==> src/rtl/uart_tx_port.sv <==
// Memory-mapped 8N1 serial output port: stores to DATA_ADDR are queued in a small FIFO and shifted out on UART_TXD.
// Optional even parity bit between data and stop bits when UART_TX_PARITY_EN is defined.
module uart_tx_port #(
    parameter int         CLKS_PER_BIT = 434,
    parameter logic [7:0] DATA_ADDR    = 8'hFE,
    parameter int         DEPTH        = 4
) (
    input  logic                     clk,
    input  logic                     rst,
    input  logic                     we,
    input  logic [7:0]               Address,
    input  logic [7:0]               WData,
    output logic                     UART_TXD,
    output logic [7:0]               Status,
    output logic [$clog2(DEPTH):0]   Count
);

    localparam int PW = $clog2(DEPTH);
    localparam int CW = PW + 1;
    localparam int BW = $clog2(CLKS_PER_BIT);

`ifdef UART_TX_PARITY_EN
    typedef enum logic [2:0] {IDLE, START, DATA, PARITY, STOP} state_t;
`else
    typedef enum logic [2:0] {IDLE, START, DATA, STOP} state_t;
`endif

    state_t          state_q, state_d;
    logic [BW-1:0]   baud_q, baud_d;
    logic [2:0]      idx_q, idx_d;
    logic [7:0]      sh_q, sh_d;
    logic            txd_q, txd_d;
    logic [7:0]      mem_q [DEPTH];
    logic [7:0]      mem_d [DEPTH];
    logic [PW-1:0]   wr_ptr_q, wr_ptr_d;
    logic [PW-1:0]   rd_ptr_q, rd_ptr_d;
    logic [CW-1:0]   count_q, count_d;
    logic            overflow_q, overflow_d;

    logic            baud_done;
    logic            pop;
    logic            push_req;
    logic            push_ok;
    logic            fifo_full;
    logic            fifo_empty;

    assign fifo_full  = (count_q == CW'(DEPTH));
    assign fifo_empty = (count_q == '0);
    assign baud_done  = (baud_q == BW'(CLKS_PER_BIT - 1));
    assign push_req   = we && (Address == DATA_ADDR);
    // A full FIFO still accepts a push when the transmitter frees a slot in the same cycle.
    assign push_ok    = push_req && (!fifo_full || pop);

    always_comb begin
        state_d = state_q;
        baud_d  = baud_q;
        idx_d   = idx_q;
        sh_d    = sh_q;
        pop     = 1'b0;
        case (state_q)
            IDLE: begin
                if (!fifo_empty) begin
                    pop     = 1'b1;
                    sh_d    = mem_q[rd_ptr_q];
                    baud_d  = '0;
                    state_d = START;
                end
            end
            START: begin
                if (baud_done) begin
                    baud_d  = '0;
                    idx_d   = 3'd0;
                    state_d = DATA;
                end else begin
                    baud_d = baud_q + BW'(1);
                end
            end
            DATA: begin
                if (baud_done) begin
                    baud_d = '0;
                    if (idx_q == 3'd7) begin
`ifdef UART_TX_PARITY_EN
                        state_d = PARITY;
`else
                        state_d = STOP;
`endif
                    end else begin
                        idx_d = idx_q + 3'd1;
                    end
                end else begin
                    baud_d = baud_q + BW'(1);
                end
            end
`ifdef UART_TX_PARITY_EN
            PARITY: begin
                if (baud_done) begin
                    baud_d  = '0;
                    state_d = STOP;
                end else begin
                    baud_d = baud_q + BW'(1);
                end
            end
`endif
            STOP: begin
                if (baud_done) begin
                    baud_d  = '0;
                    state_d = IDLE;
                end else begin
                    baud_d = baud_q + BW'(1);
                end
            end
            default: state_d = IDLE;
        endcase

        // The line level is computed from the next state so UART_TXD comes straight off a flop.
        txd_d = 1'b1;
        case (state_d)
            START:  txd_d = 1'b0;
            DATA:   txd_d = sh_d[idx_d];
`ifdef UART_TX_PARITY_EN
            PARITY: txd_d = ^sh_d;
`endif
            default: txd_d = 1'b1;
        endcase
    end

    always_comb begin
        mem_d      = mem_q;
        wr_ptr_d   = wr_ptr_q;
        rd_ptr_d   = rd_ptr_q;
        count_d    = count_q;
        overflow_d = overflow_q;
        if (push_ok) begin
            mem_d[wr_ptr_q] = WData;
            wr_ptr_d        = wr_ptr_q + PW'(1);
        end
        if (push_req && !push_ok) begin
            overflow_d = 1'b1;
        end
        if (pop) begin
            rd_ptr_d = rd_ptr_q + PW'(1);
        end
        if (push_ok && !pop) begin
            count_d = count_q + CW'(1);
        end else if (!push_ok && pop) begin
            count_d = count_q - CW'(1);
        end
    end

    always_ff @(posedge clk or negedge rst) begin
        if (!rst) begin
            state_q    <= IDLE;
            baud_q     <= '0;
            idx_q      <= 3'd0;
            sh_q       <= 8'h00;
            txd_q      <= 1'b1;
            mem_q      <= '{default: '0};
            wr_ptr_q   <= '0;
            rd_ptr_q   <= '0;
            count_q    <= '0;
            overflow_q <= 1'b0;
        end else begin
            state_q    <= state_d;
            baud_q     <= baud_d;
            idx_q      <= idx_d;
            sh_q       <= sh_d;
            txd_q      <= txd_d;
            mem_q      <= mem_d;
            wr_ptr_q   <= wr_ptr_d;
            rd_ptr_q   <= rd_ptr_d;
            count_q    <= count_d;
            overflow_q <= overflow_d;
        end
    end

    assign UART_TXD = txd_q;
    assign Status   = {4'b0000, overflow_q, fifo_empty, fifo_full, (state_q != IDLE)};
    assign Count    = count_q;

endmodule

==> config.mk <==
export PLATFORM = sky130hd
export DESIGN_NAME = uart_tx_port
export DESIGN_NICKNAME = d
export VERILOG_FILES = /design/src/rtl/uart_tx_port.sv
export SDC_FILE = /design/constraint.sdc
export NUM_CORES = 1
export LEC_CHECK = 0
export CORE_MARGIN = 2
export CORE_UTILIZATION = 59
export CTS_BUF_LIST = sky130_fd_sc_hd__clkbuf_2
export DETAILED_ROUTE_END_ITERATION = 10
export MAX_ROUTING_LAYER = met4
export PLACE_DENSITY = 0.87
export SLEW_MARGIN = 20
export SYNTH_ARGS = -nofsm -noshare
export SYNTH_HDL_FRONTEND = slang
export SYNTH_SLANG_ARGS = --single-unit
==> constraint.sdc <==
create_clock -name clk -period 3.36 [get_ports clk]
set_clock_uncertainty 0.1 [all_clocks]
set_input_delay 0.672 -clock clk [delete_from_list [all_inputs] [get_ports clk]]
set_output_delay 0.672 -clock clk [all_outputs]
set_load 0.1 [all_outputs]
* Yosys cells after proc, flatten, opt, wreduce, memory -nomap -nowiden
Cells that the tools add are included.
** Cells by class
- Magnitude comparators :: 4
- Reduce and logical (&&, ||, !) cells :: 17
- Multiplexer cells :: 28
- $add $sub $neg :: 6
- Multiply operators :: 0
- Equal/unequal tests :: 10
- Shift-type cells :: 0
- Bitwise operators :: 2
- Div/mod/pow operators :: 0
** Operators with widths (count)
- 8-bit 2-to-1 mux :: 5
- 32-bit bitwise mux :: 1
- 3-bit 2-to-1 mux :: 10
- 9-bit 2-to-1 mux :: 2
- 9-bit case mux with 2 select lines :: 1
- 8-bit binary-select mux with 2-bit select :: 1
- 8-bit demux with 2-bit select :: 1
- 3-bit case mux with 4 select lines :: 1
- 9-bit by 1-bit adder with 9-bit output, second input constant :: 1
- 3-bit by 2-bit == test with 1-bit output, second input constant :: 3
- 9-bit == test, second input constant :: 1
- 8-bit == test, second input constant :: 1
- 3-bit by 1-bit adder with 3-bit output, second input constant :: 2
- 3-bit by 1-bit == test with 1-bit output, second input constant :: 2
- 3-bit == test, second input constant :: 2
- 3-bit greater-or-equal comparator, second input constant :: 2
- 1-bit logical AND :: 6
- 3-bit zero test :: 2
- 2-bit NOT with 3-bit output :: 2
- 3-bit case mux with 2 select lines :: 1
- 2-bit by 1-bit adder with 2-bit output, second input constant :: 2
- 3-bit by 4-bit less-than comparator with 1-bit output, second input constant :: 1
- 2-bit nonzero test :: 2
- 1-bit binary-select mux with 3-bit select :: 1
- other kinds (10) :: 14
** Storage, ports and cells
- Bits in registers :: 64
- Output and inout port bits :: 12
- Word-level logic and storage cells :: 80
- Bits in writable memories :: 0
- Memory bits (read-only) :: 0
- Memories kept :: 0
- Latch bits :: 0

* Longest topological paths before layout
- Depth after elaboration :: 9
- Gate-level depth with buffers :: 10
- Gate-level depth less buffers :: 9

* Worst setup path after synthesis
OpenSTA, ideal clock, no wires.
- Kind :: register to register
- Start :: reg count_q[0] (netlist: Count[0])
- End :: reg count_q[2] (netlist: Count[2])
- Path slack :: 533 ps
- Data required time :: 3098 ps
- Arrival time :: 2565 ps
- Period minus slack after synthesis :: 2827 ps
- Buffers on the path :: 1
- Cell stages (with the launch flop) :: 10
- Cells stage by stage :: dfrtp_1 > nor3b_1 > a21boi_0 > clkbuf_1 > ha_1 > inv_1 > fa_1 > xor2_1 > nor2_1 > xor2_1
** Between the ends
- Elaborated cells on any way between the ends :: 16
** RTL lines
- start, declared :: line 37 : logic [CW-1:0] count_q, count_d;
- start signal, assigned :: line 171 : count_q <= count_d;
- 3-bit == test (*) :: line 47 : assign fifo_full = (count_q == CW'(DEPTH));
- named net fifo_full :: line 44 : logic fifo_full;
- 1-bit zero test (*) :: line 52 : assign push_ok = push_req && (!fifo_full || pop);
- 1-bit logical OR (*) :: line 52
- 1-bit logical AND (*) :: line 52
- named net push_ok :: line 43 : logic push_ok;
- 1-bit zero test :: line 145 : end else if (!push_ok && pop) begin
- 1-bit logical AND :: line 145
- 2-bit nonzero test (no source line)
Mark *: on every way through the listed nets, which the timed path passes. The rest lies on a longest branch. The select of a mux whose other input is x is not followed.
A chain may end at the register's enable or synchronous reset.

* Final worst setup path
- Start :: in Address[6]
- End :: reg count_q[2] (netlist: Count[2])
** Between the ends
- Cells in the longest elaborated chain, start to end :: 6
- Elaborated cells on any way between the ends :: 8
** RTL lines
- start, declared :: line 11 : input logic [7:0] Address,
- 8-bit == test (*) :: line 50 : assign push_req = we && (Address == DATA_ADDR);
- 1-bit logical AND (*) :: line 50
- 1-bit logical AND (*) :: line 52
- 1-bit zero test :: line 145
- 1-bit logical AND :: line 145
- 2-bit nonzero test (no source line)
Mark *: on every way between the ends. The rest lies on a longest branch, timed or not.

==> impl_metrics.ini <==
[sta]
setup_slack_ps = 665
finalSetupTns_ps = 0
max_freq_mhz = 371
hold_violations = 0
grt_setup_unrepaired = false
worstMarginPinSlew_ps = 624
period_minus_slack_ps = 2690
finalSetupViolations = 0
slew_violations = 0
maxSlewHeadroom = 0.584
post-route-period-util = 0.802

[finish]
fill_cells = 384
fin_util = 0.692
drive_above_1_share = 0.293
antenna_cells = 0
area_growth_pct = 11.9
fin_nets = 313
finalNonFillerCells = 360

[critical_path]
cpMostUsedCell = xor2_1
worstPathCellList = clkdlybuf4s50_1, nand2_1, nor4_1, a21boi_0, ha_1, inv_1, fa_1, xor2_1, nor2_1, xor2_1
max_stage_delay_ps = 470
worstSetupPathType = input port to flop
worst_setup_path_end_kind = flop
cp-start-kind = input port
slowest_stage = clkdlybuf4s50_1
worstPathRequired_ps = 3710
arrival_ps = 3040
cp_max_fo = 2

[logic_synthesis]
yosys_warnings = 0
yosys.area.top_type = dfrtp_1
ys.flop_type = dfrtp_1
synth_edf_count = 0
netlist_instances = 258
ys_ff_latch = 64
synth_most_common_cell = dfrtp_1
synth_top_area_frac = 0.493
yosysUniqueCellTypes = 51
yosysSeqAreaShare = 0.501
synth.area.top_cells = dfrtp_1 49%, mux2_2 15%, mux4_2 5.6%
avgSynthCellArea_sq_um = 12.4
syn-cell-area_sq_mm = 0.00320
synthArstFlopShare = 1.00
synth_commonest_cells = 63 x dfrtp_1, 43 x mux2_2, 16 x nand2_1, 15 x nor2_1, 13 x o21ai_0

[global_route]
antenna_found_initial = 0
grt_pass1_vias = 2201
grt_overflow = 0
grt_max_degree = 46
grt_pass1_wl_um = 10000
gr-usage-all-layers = 0.222

[power]
p_leak_nw = 1.69
power.share.clock = 0.259
p_int_w = 0.00127
total_power_w = 0.00203
p_seq_frac = 0.468
power.net_switching_w = 0.000763
combPwrFrac = 0.273
powerDensity_mw_per_mm2 = 567
switching_share = 0.376
ir_worst_vdd_mv = 0.388

[clock_tree]
cts_num_sinks = 64
clk-insertion-delay-late_ps = 520
holdBufCountCts = 0
cts_setup_buffers = 0
cts.repair.resized = 0
clkTransAtPathRegs_ps = 190
cts_root_buffer = clkbuf_2
cts_buffers = 9
htreeDepth = 3
cts_tree = done
cts_max_path_buffers = 2

[die]
dieWidth_um = 77.6
die-area_sq_mm = 0.00603
start_util = 0.618
pin_count = 31
core_sq_mm = 0.00517
rows = 26
die_h_um = 77.6

[detailed_routing]
viasPerCell = 5.81
drc_errors = 0
wl_per_cell_um = 16.3
first_iter_violations = 81
routed-via-count = 2092
detail-route-antenna-nets = 0
drt_first_pass_iters = 4
wl_um = 5850

[placement]
place_inst = 344
dp_slack_ps = 161
hpwl_um = 4080
place.gp.congestion = 0.952
io_buffers = 26

[run]
cap_viol_max_count = 0

[status]
outcome = finished, final reports clean

[min_path]
hold_path.class = input port to async pin
==> critical path: cells and delay by family <==
| family | cells | cell delay [ps] |
|---|---|---|
| buffers and inverters | 2 | 530 |
| AO/OA/AOI/OAI | 1 | 370 |
| adder cells (fa/ha/maj) | 2 | 640 |
| AND/OR/NAND/NOR | 3 | 510 |
| XOR/XNOR | 2 | 330 |
==> stage by stage <==
step | cell area, sq um | hold slack (ps)
after floorplan | 3210 | 276
after global placement | 3450 | 358
after detailed placement | 3450 | 357
after CTS | 3580 | 214
after global routing | 3580 | 33.1
final | 3580 | 29.6
==> kinds of logic (layout without fill, tap and decap cells) <==
logic type                 Yosys count  in the layout  synth area share
DFF                                 64             64             0.501
and+or+nand+nor                     61             61             0.100
muxes                               53             53             0.216
AOI/OAI and AO/OA                   37             37            0.0783
buffers and inverters               24             52            0.0415
adders and majority gates            9              9            0.0376
xor gates and xnor gates             9              9            0.0246
other                                1              5           0.00117
==> worst paths after layout <==
path / start / to / slack (ps) / cells past startpoint
max: Address[6] / Count[2] / 670 / 10
min: rst / rd_ptr_q[0] / 30 / 1
max reg2reg: state_q[2] / Count[2] / 780 / 8
min reg2reg: overflow_q / overflow_q / 390 / 1
max in group asynchronous: rst / mem_q[22] / 2440 / 2
min in group clk: overflow_q / overflow_q / 390 / 1
==> power groups by stage <==
| stage | Combinational (W) | Clock [W] | Sequential (W) |
|---|---|---|---|
| detailed placement | 0.000556 | 0 | 0.000966 |
| CTS | 0.000558 | 0.000532 | 0.000951 |
| floorplan | 0.000357 | 0 | 0.00104 |
| global route | 0.000588 | 0.000566 | 0.000966 |
| global placement | 0.000539 | 0 | 0.000961 |
| finish | 0.000554 | 0.000525 | 0.000950 |
==> per-layer routing <==
layer  routed length [um]  global-route usage  part of all wire  vias up
met5                    0                   -                 0        -
met4                   84              0.0786             0.014        0
met3                  222              0.0686             0.038       10
met2                 2910               0.362              0.50       44
met1                 2640               0.262              0.45     1053
li1                     -                   -                 -      985
==> area by class of cell <==
type	instances	area, sq um	share of cell area
Clock buffer	12	60.1	0.0168
Inverter	8	30.0	0.00839
Tap cell	70	87.6	0.0245
Timing Repair Buffer	28	253	0.0706
Clock inverter	4	68.8	0.0192
Sequential cell	64	1600	0.448
Multi-Input combinational cell	174	1480	0.413
==> placed cells by master (no fill, tap or decap), types with 5 or more instances in the layout <==
cell type / netlist / layout
mux2_2: 43 / 43
inv_1: 8 / 8
buf_4: 7 / 11
dfrtp_1: 63 / 63
ha_1: 8 / 8
a21oi_1: 5 / 5
o21ai_0: 13 / 13
nand2_1: 16 / 16
conb_1: 1 / 5
clkdlybuf4s50_1: 0 / 17
nand3_1: 5 / 5
mux4_2: 8 / 8
nor2_1: 15 / 15
xnor2_1: 5 / 5
clkbuf_2: 0 / 12
==> sequential cells by signal, summed over array words and instances (netlist names) <==
name,cells
rd_ptr_q,2
state_q,3
UART_TXD,1
Count,3
baud_q,9
overflow_q,1
wr_ptr_q,2
idx_q,3
mem_q,32
sh_q,8
Power figures use the tool's default switching activity.
